===== src/rtl/muldiv_defs.sv =====
// Shared definitions for the HI/LO multiply/divide unit: opcodes, FSM states, defaults.
package muldiv_defs;

    localparam int DEFAULT_WIDTH = 32;
    localparam int DEFAULT_ITER  = DEFAULT_WIDTH;

    localparam logic [2:0] OP_NOP   = 3'd0;
    localparam logic [2:0] OP_MULT  = 3'd1;
    localparam logic [2:0] OP_MULTU = 3'd2;
    localparam logic [2:0] OP_DIV   = 3'd3;
    localparam logic [2:0] OP_DIVU  = 3'd4;
    localparam logic [2:0] OP_MTHI  = 3'd5;
    localparam logic [2:0] OP_MTLO  = 3'd6;

    typedef enum logic [1:0] {
        IDLE  = 2'd0,
        MUL   = 2'd1,
        DIV   = 2'd2,
        FIXUP = 2'd3
    } state_t;

endpackage


===== src/rtl/muldiv_iter_core.sv =====
// Shared shift/accumulate datapath: unsigned shift-add multiply or restoring divide,
// one step per falling edge. Result is {hi, lo} = product, or {remainder, quotient}.
module muldiv_iter_core #(
    parameter int WIDTH = 32
) (
    input  logic               clock,
    input  logic               load,
    input  logic               step,
    input  logic               mode_div,
    input  logic [WIDTH-1:0]   load_a,
    input  logic [WIDTH-1:0]   load_b,
    output logic [2*WIDTH-1:0] result
);

    logic [WIDTH-1:0] hi_q;
    logic [WIDTH-1:0] lo_q;
    logic [WIDTH-1:0] b_q;

    logic [WIDTH:0]   mul_sum;
    logic [WIDTH:0]   div_shift;
    logic [WIDTH-1:0] div_diff;
    logic             div_fits;

    always_comb begin
        mul_sum   = {1'b0, hi_q} + (lo_q[0] ? {1'b0, b_q} : {(WIDTH+1){1'b0}});
        div_shift = {hi_q, lo_q[WIDTH-1]};
        div_fits  = (div_shift >= {1'b0, b_q});
        // When the trial subtraction fits, the true difference is below 2^WIDTH,
        // so the truncated subtraction is exact.
        div_diff  = div_shift[WIDTH-1:0] - b_q;
    end

    // Datapath registers carry no reset; the top-level FSM qualifies every use.
    always_ff @(negedge clock) begin
        if (load) begin
            hi_q <= '0;
            lo_q <= load_a;
            b_q  <= load_b;
        end else if (step) begin
            if (mode_div) begin
                hi_q <= div_fits ? div_diff : div_shift[WIDTH-1:0];
                lo_q <= {lo_q[WIDTH-2:0], div_fits};
            end else begin
                hi_q <= mul_sum[WIDTH:1];
                lo_q <= {mul_sum[0], lo_q[WIDTH-1:1]};
            end
        end
    end

    assign result = {hi_q, lo_q};

endmodule


===== src/rtl/hilo_muldiv_unit.sv =====
// EX-stage HI/LO multiply/divide unit with pipeline stall. Define MULDIV_FAST_MULT_EN
// for a single-cycle multiply; divide always stays iterative.
module hilo_muldiv_unit
    import muldiv_defs::*;
#(
    parameter int WIDTH = DEFAULT_WIDTH,
    parameter int ITER  = WIDTH
) (
    input  logic             clock,
    input  logic             reset,
    input  logic             op_valid,
    input  logic [2:0]       op_code,
    input  logic [WIDTH-1:0] operand_a,
    input  logic [WIDTH-1:0] operand_b,
    input  logic             hilo_read,
    input  logic             cancel,
    output logic [WIDTH-1:0] hi_out,
    output logic [WIDTH-1:0] lo_out,
    output logic             busy,
    output logic             stall,
    output logic             done,
    output logic             div_by_zero
);

    localparam int CNT_W = $clog2(ITER + 1);

    state_t             state_q, state_d;
    logic [CNT_W-1:0]   iter_q;
    logic               is_div_q;
    logic               neg_res_q;
    logic               neg_rem_q;
    logic               zero_div_q;
    logic [WIDTH-1:0]   hi_q, hi_d;
    logic [WIDTH-1:0]   lo_q, lo_d;
    logic               done_q;
    logic               dbz_q;

    logic               accept_ok;
    logic               is_mul_op;
    logic               is_div_op;
    logic               signed_op;
    logic               start_mul;
    logic               start_div;
    logic               b_zero;
    logic               iter_last;
    logic               fixup_exit;
    logic               commit;
    logic [WIDTH-1:0]   mag_a;
    logic [WIDTH-1:0]   mag_b;
    logic [2*WIDTH-1:0] core_result;
    logic [2*WIDTH-1:0] mul_raw;
    logic [2*WIDTH-1:0] product;
    logic [WIDTH-1:0]   quotient;
    logic [WIDTH-1:0]   remainder;

    function automatic logic [WIDTH-1:0] abs_if(input logic [WIDTH-1:0] v, input logic en);
        return (en && v[WIDTH-1]) ? -v : v;
    endfunction

    function automatic logic [WIDTH-1:0] neg_narrow(input logic [WIDTH-1:0] v, input logic en);
        return en ? -v : v;
    endfunction

    function automatic logic [2*WIDTH-1:0] neg_wide(input logic [2*WIDTH-1:0] v, input logic en);
        return en ? -v : v;
    endfunction

    always_comb begin
        accept_ok = (state_q == IDLE) && op_valid && !cancel;
        is_mul_op = (op_code == OP_MULT) || (op_code == OP_MULTU);
        is_div_op = (op_code == OP_DIV)  || (op_code == OP_DIVU);
        signed_op = (op_code == OP_MULT) || (op_code == OP_DIV);
        start_mul = accept_ok && is_mul_op;
        start_div = accept_ok && is_div_op;
        b_zero    = (operand_b == '0);
        mag_a     = abs_if(operand_a, signed_op);
        mag_b     = abs_if(operand_b, signed_op);
        iter_last = (iter_q == CNT_W'(ITER - 1));
    end

    muldiv_iter_core #(
        .WIDTH(WIDTH)
    ) u_core (
        .clock   (clock),
        .load    (start_mul || start_div),
        .step    ((state_q == MUL) || (state_q == DIV)),
        .mode_div(state_q == DIV),
        .load_a  (mag_a),
        .load_b  (mag_b),
        .result  (core_result)
    );

`ifdef MULDIV_FAST_MULT_EN
    logic [WIDTH-1:0] fast_a_q;
    logic [WIDTH-1:0] fast_b_q;

    always_ff @(negedge clock) begin
        if (start_mul) begin
            fast_a_q <= mag_a;
            fast_b_q <= mag_b;
        end
    end

    assign mul_raw = {{WIDTH{1'b0}}, fast_a_q} * {{WIDTH{1'b0}}, fast_b_q};
`else
    assign mul_raw = core_result;
`endif

    always_comb begin
        state_d = state_q;
        case (state_q)
            IDLE: begin
                if (start_mul) begin
`ifdef MULDIV_FAST_MULT_EN
                    state_d = FIXUP;
`else
                    state_d = MUL;
`endif
                end else if (start_div) begin
                    state_d = b_zero ? FIXUP : DIV;
                end
            end
            MUL, DIV: begin
                if (cancel)
                    state_d = IDLE;
                else if (iter_last)
                    state_d = FIXUP;
            end
            FIXUP:   state_d = IDLE;
            default: state_d = IDLE;
        endcase
    end

    // Sign fix-up and HI/LO write selection
    always_comb begin
        product    = neg_wide(mul_raw, neg_res_q);
        quotient   = neg_narrow(core_result[WIDTH-1:0], neg_res_q);
        remainder  = neg_narrow(core_result[2*WIDTH-1:WIDTH], neg_rem_q);
        fixup_exit = (state_q == FIXUP) && !cancel;
        commit     = fixup_exit && !zero_div_q;
        hi_d       = hi_q;
        lo_d       = lo_q;
        if (commit) begin
            if (is_div_q) begin
                hi_d = remainder;
                lo_d = quotient;
            end else begin
                hi_d = product[2*WIDTH-1:WIDTH];
                lo_d = product[WIDTH-1:0];
            end
        end else if (accept_ok && (op_code == OP_MTHI)) begin
            hi_d = operand_a;
        end else if (accept_ok && (op_code == OP_MTLO)) begin
            lo_d = operand_a;
        end
    end

    always_ff @(negedge clock) begin
        if (reset) begin
            state_q    <= IDLE;
            hi_q       <= '0;
            lo_q       <= '0;
            done_q     <= 1'b0;
            dbz_q      <= 1'b0;
            iter_q     <= '0;
            is_div_q   <= 1'b0;
            neg_res_q  <= 1'b0;
            neg_rem_q  <= 1'b0;
            zero_div_q <= 1'b0;
        end else begin
            state_q <= state_d;
            hi_q    <= hi_d;
            lo_q    <= lo_d;
            done_q  <= fixup_exit;
            dbz_q   <= fixup_exit && zero_div_q;
            if (start_mul || start_div) begin
                iter_q     <= '0;
                is_div_q   <= start_div;
                neg_res_q  <= signed_op && (operand_a[WIDTH-1] ^ operand_b[WIDTH-1]);
                neg_rem_q  <= signed_op && operand_a[WIDTH-1];
                zero_div_q <= start_div && b_zero;
            end else if ((state_q == MUL) || (state_q == DIV)) begin
                iter_q <= iter_q + CNT_W'(1);
            end
        end
    end

    assign hi_out      = hi_q;
    assign lo_out      = lo_q;
    assign busy        = (state_q != IDLE);
    assign stall       = busy && (hilo_read || op_valid);
    assign done        = done_q;
    assign div_by_zero = dbz_q;

endmodule


===== config.mk =====
export PLATFORM = sky130hd
export DESIGN_NAME = hilo_muldiv_unit
export DESIGN_NICKNAME = d
export VERILOG_FILES = /design/src/rtl/muldiv_defs.sv /design/src/rtl/muldiv_iter_core.sv /design/src/rtl/hilo_muldiv_unit.sv
export SDC_FILE = /design/constraint.sdc
export NUM_CORES = 1
export LEC_CHECK = 0
export CAP_MARGIN = 25
export CORE_MARGIN = 3
export CORE_UTILIZATION = 50
export DETAILED_ROUTE_END_ITERATION = 6
export GPL_TIMING_DRIVEN = 0
export PLACE_DENSITY = 0.68
export SLEW_MARGIN = 5
export SYNTH_ARGS = -nofsm -noshare
export SYNTH_HDL_FRONTEND = slang
export SYNTH_SLANG_ARGS = --single-unit

===== constraint.sdc =====
create_clock -name clock -period 4.1 [get_ports clock]
set_clock_uncertainty 0.05 [all_clocks]
set_input_delay 0.82 -clock clock [delete_from_list [all_inputs] [get_ports clock]]
set_output_delay 0.82 -clock clock [all_outputs]
set_load 0.01 [all_outputs]

* Word-level counts from Yosys, hierarchy flattened
Cells that the tools add are included.
** Cells by class
- Add/sub/neg operators :: 8
- Order comparisons :: 1
- Equality and inequality tests :: 13
- Mux-type cells :: 24
- Bitwise logic cells :: 1
- Reductions and logical operators :: 32
** Operators by type and width (count)
- 32-bit 2-to-1 mux :: 17
- 32-bit negator :: 4
- 64-bit 2-to-1 mux :: 1
- 64-bit negator :: 1
- 32-bit by 33-bit adder with 33-bit output :: 1
- 33-bit by 32-bit greater-or-equal comparator with 1-bit output :: 1
- 32-bit logical NOT :: 1
- 32-bit subtractor :: 1
- 1-bit logical AND :: 14
- 3-bit equality test (second input constant) :: 3
- 2-bit 2-to-1 mux :: 4
- 2-bit nonzero test :: 4
- 6-bit by 1-bit adder with 6-bit output (second input constant) :: 1
- 3-bit by 2-bit equality test with 1-bit output (second input constant) :: 2
- 6-bit by 5-bit equality test with 1-bit output (second input constant) :: 1
- 1-bit logical OR :: 6
- 3-bit inequality test (second input constant) :: 2
- 2-bit one-hot mux with 3 select lines :: 1
- 2-bit equality test (second input constant) :: 2
- 2-bit AND reduction :: 2
- 2-bit OR reduction :: 2
- 3-bit by 1-bit equality test with 1-bit output (second input constant) :: 1
- 2-bit by 1-bit equality test with 1-bit output (second input constant) :: 1
- 1-bit logical NOT :: 2
- 4 further kinds :: 4
** Word-level totals
- Bits in registers :: 174
- Bits of input ports :: 72
- Output and inout port bits :: 68
- Word-level logic and storage cells :: 92

* Depth between registers and ports, before layout
- Word-level depth :: 7
- Depth in mapped cells :: 14
- Gate-level depth less buffers :: 13

* Cells and area by module
A second synthesis with hierarchy kept.
** Second synthesis, totals
- Cells, all modules :: 1832
- Area, all modules :: 15112.0 µm²
** By module, submodules not included
- muldiv_iter_core :: instances 1, cells each 901, area each 8137.8 µm², seq. area each 2562.5 µm²
- hilo_muldiv_unit :: instances 1, cells each 931, area each 6974.2 µm², seq. area each 1561.5 µm²

==> out/results.tsv <==
metric	value	unit
Nets	2325	
CP endpoint kind	register	
latest clock arrival within the worst-skew pair	500	ps
Post-Synth Simple-Gate Area	19.6	%
final setup TNS	-15270	ps
Clock Tree Root	clkbuf_16	
Top FF cell, synth	dfxtp_1	
clock slew at reported path FFs	40	ps
Max-slew headroom	30.0	%
failing checks	design-rule violations, negative setup slack	
Port Buffer Count	134	
post-synth top area cell	dfxtp_1	
cell area after layout	19000	µm²
Post-DP Area	16600	µm²
final worst setup slack	-772	ps
area grow syn2layout	32.4	%
Cell Pwr Density	636	nW/µm²
Top Ports	140	
CTS max path bufs	2	
worst ir drop on vdd	0.322	mV
critical path launch point type	primary input	
#FFs+latches synth	174	
layout cells sized above 1	15.5	%
Least-Margin Pin Slew	1050	ps
Hold Worst Slack	453	ps
detailed placement HPWL	40.1	mm
Cell Area, Synth	14300	µm²
clock sinks	174	
Ant. Diodes	0	
r2r setup slk	120	ps
post-synthesis cell type count	85	
Final Setup Violations	44	
register area share after synthesis	28.8	%
std cell rows	61	
R2R Path Start	u_core.lo_q[0]	
RSZ-0062 raised after global routing	true	
max cap viols	0	
required time of the critical path	2220	ps
hold_sp	neg_rem_q	
core area	28000	µm²
WP data arrival	2990	ps
CTS tree	built	
DRT Pass-1 Iters	7	
post-synth top area share	15.4	%
Avg WL per Cell	21.3	µm
CP max FO	4	
H-tree depth	4	
status	finished, violations left	
Fin. Hold Viols	0	
vias per std cell	6.05	
top post-synthesis cells by count	208 x nor2_1, 146 x nand2_1, 124 x a21oi_1	
Final ANT Viol Nets	0	
initial antenna violation count	0	
post-synthesis async set-or-reset flop share	0	%
Post-synth EDFFs	64	
count leader, synth	nor2_1	
Slew Viols, Final	0	
CP Class	in2reg	
main combinational cell family by area after synthesis	compound AO/OA/AOI/OAI gates	
hold depth	2	
hold endpoint	neg_rem_q	
Synth Area in XOR/XNOR	10.3	%
Post-Synth Adder-Cell Area	6.66	%
Die Y	175	µm
leakage dissipation	0.00829	µW
Compound-Gate Fraction of Synth Area	22.5	%
maximum number of pins on one net before global-route repair	22	
Post-Syn Nets	1918	
R2R cell count	13	
die width	175	µm
cts bufs inserted	17	
# hold bufs at CTS	0	
Mapped Cells	1771	
DR DRC count	2	
Hold Path Class	reg2reg	
Filler Cell Count	2386	
full die area	30700	µm²
Synth Warn #	0	
vias in the first global route	15500	
post-synthesis mux area share	7.22	%
global-route wire length before repair	83.2	mm
Synth area leaders	dfxtp_1 15%, edfxtp_1 13%, ha_1 6.4%	
DR vias	15500	
Starting Density	51.1	%
WL final	54.8	mm
Iter 0 DRT Violations	1436	
Tot GR Track Use	34.6	%
grt ovf	0	
reg2reg end	u_core.hi_q[25]	
GP Congestion	0.989	
syn_area_per_cell	8.09	µm²
-- cell families after synthesis --
group,count (synthesis)
AND/OR/NAND/NOR,587
AO/OA/AOI/OAI,494
flip-flops,174
buffers and inverters,170
XOR/XNOR,169
multiplexers,102
adder cells (fa/ha/maj),75
-- placed cells by master, fill, tap and decap left out, types with 15 or more instances in the layout --
| cell | netlist | layout |
|---|---|---|
| clkdlybuf4s50_1 | 0 | 23 |
| a21oi_2 | 0 | 18 |
| buf_6 | 1 | 25 |
| o21ai_1 | 6 | 26 |
| a21oi_1 | 124 | 106 |
| clkbuf_16 | 0 | 20 |
| clkbuf_1 | 71 | 40 |
| nor2b_1 | 19 | 18 |
| ha_1 | 73 | 70 |
| a21o_1 | 24 | 24 |
| xnor2_1 | 101 | 100 |
| o31ai_1 | 25 | 21 |
| clkbuf_8 | 5 | 16 |
| nand2_1 | 146 | 135 |
| edfxtp_1 | 64 | 64 |
| a31oi_1 | 18 | 16 |
| dlygate4sd2_1 | 0 | 77 |
| a211oi_1 | 72 | 68 |
| buf_4 | 0 | 57 |
| mux2i_1 | 91 | 91 |
| nor3_1 | 51 | 43 |
| inv_1 | 74 | 238 |
| o21ai_0 | 122 | 93 |
| xor2_1 | 68 | 68 |
| nor2_1 | 208 | 192 |
| nand3_1 | 29 | 27 |
| clkbuf_2 | 0 | 15 |
| dfxtp_1 | 110 | 107 |
-- repair_timing --
| action | 4_1_cts | 5_1_grt |
|---|---|---|
| pin swaps | 43 | 36 |
| resized for setup | 283 | 76 |
| cloned | 4 | 0 |
| buffers inserted | 58 | 27 |
| endpoints found under the hold margin | 0 | 0 |
| setup endpoints to repair | 300 | 113 |
-- power breakdown --
| group | total, µW | switching (µW) | internal (µW) | leakage, µW |
|---|---|---|---|---|
| Sequential | 3020 | 691 | 2330 | 0.00149 |
| Clock | 2440 | 1370 | 1070 | 0.00123 |
| Combinational | 6590 | 3940 | 2660 | 0.00557 |
-- worst max-delay path: stages --
cell and delay [ps]:
buf_6 120, nor4_4 250, nand2_1 110, or4_4 440, or4_4 480, nor2b_4 170, nand2_4 100, o41ai_4 230
xor2_1 190, a21oi_1 80
-- per-layer routing --
metal / up-vias / track usage, % / share of wire [%]
met5: - / 0 / 0
met4: 0 / 19.3 / 5.4
met3: 202 / 7.96 / 8.0
met2: 799 / 59.2 / 48
met1: 7254 / 40.0 / 39
li1: 7286 / - / -
-- through the flow --
stage               setup WS [ps]  cells  total power [µW]  utilization [%]
detailed placement          -1980   2283              9210             59.1
CTS                          -751   2547             11800             66.4
global route                 -841   2569             12900             67.7
floorplan                   -1190   1771              7340                -
global placement            -1980   2283              9150             59.1
finish                       -772   2569             12100             67.7
-- worst max path at each step --
stage | startpoint | to | cells past startpoint
2_1_floorplan | operand_a[2] | u_core.lo_q[28] | 10
3_3_place_gp | operand_a[4] | u_core.lo_q[28] | 10
3_5_place_dp | operand_a[4] | u_core.lo_q[28] | 10
4_1_cts | operand_a[2] | u_core.lo_q[28] | 10
5_1_grt | operand_a[2] | u_core.lo_q[28] | 10
6_report | operand_a[5] | u_core.lo_q[28] | 10
-- registers in the layout, indices dropped and copies added, names as in the netlist, 2 cells and up --
register     count
iter_q           6
u_core.hi_q     32
lo_out          32
u_core.b_q      32
state_q          2
u_core.lo_q     32
hi_out          32
-- layout make-up --
cell class              instances  area [µm²]  area share, %
repair inverters                1        7.51         0.0396
plain buffers                  93         649           3.42
clock buffers                  17         425           2.24
flip-flops and latches        174        4130           21.8
repair buffers                215        1990           10.5
inverters                      75         300           1.58
clock inverters               189         851           4.49
multi-input cells            1427       10100           53.5
well taps                     378         473           2.49
Note: power is estimated with default switching activity, not from simulation.
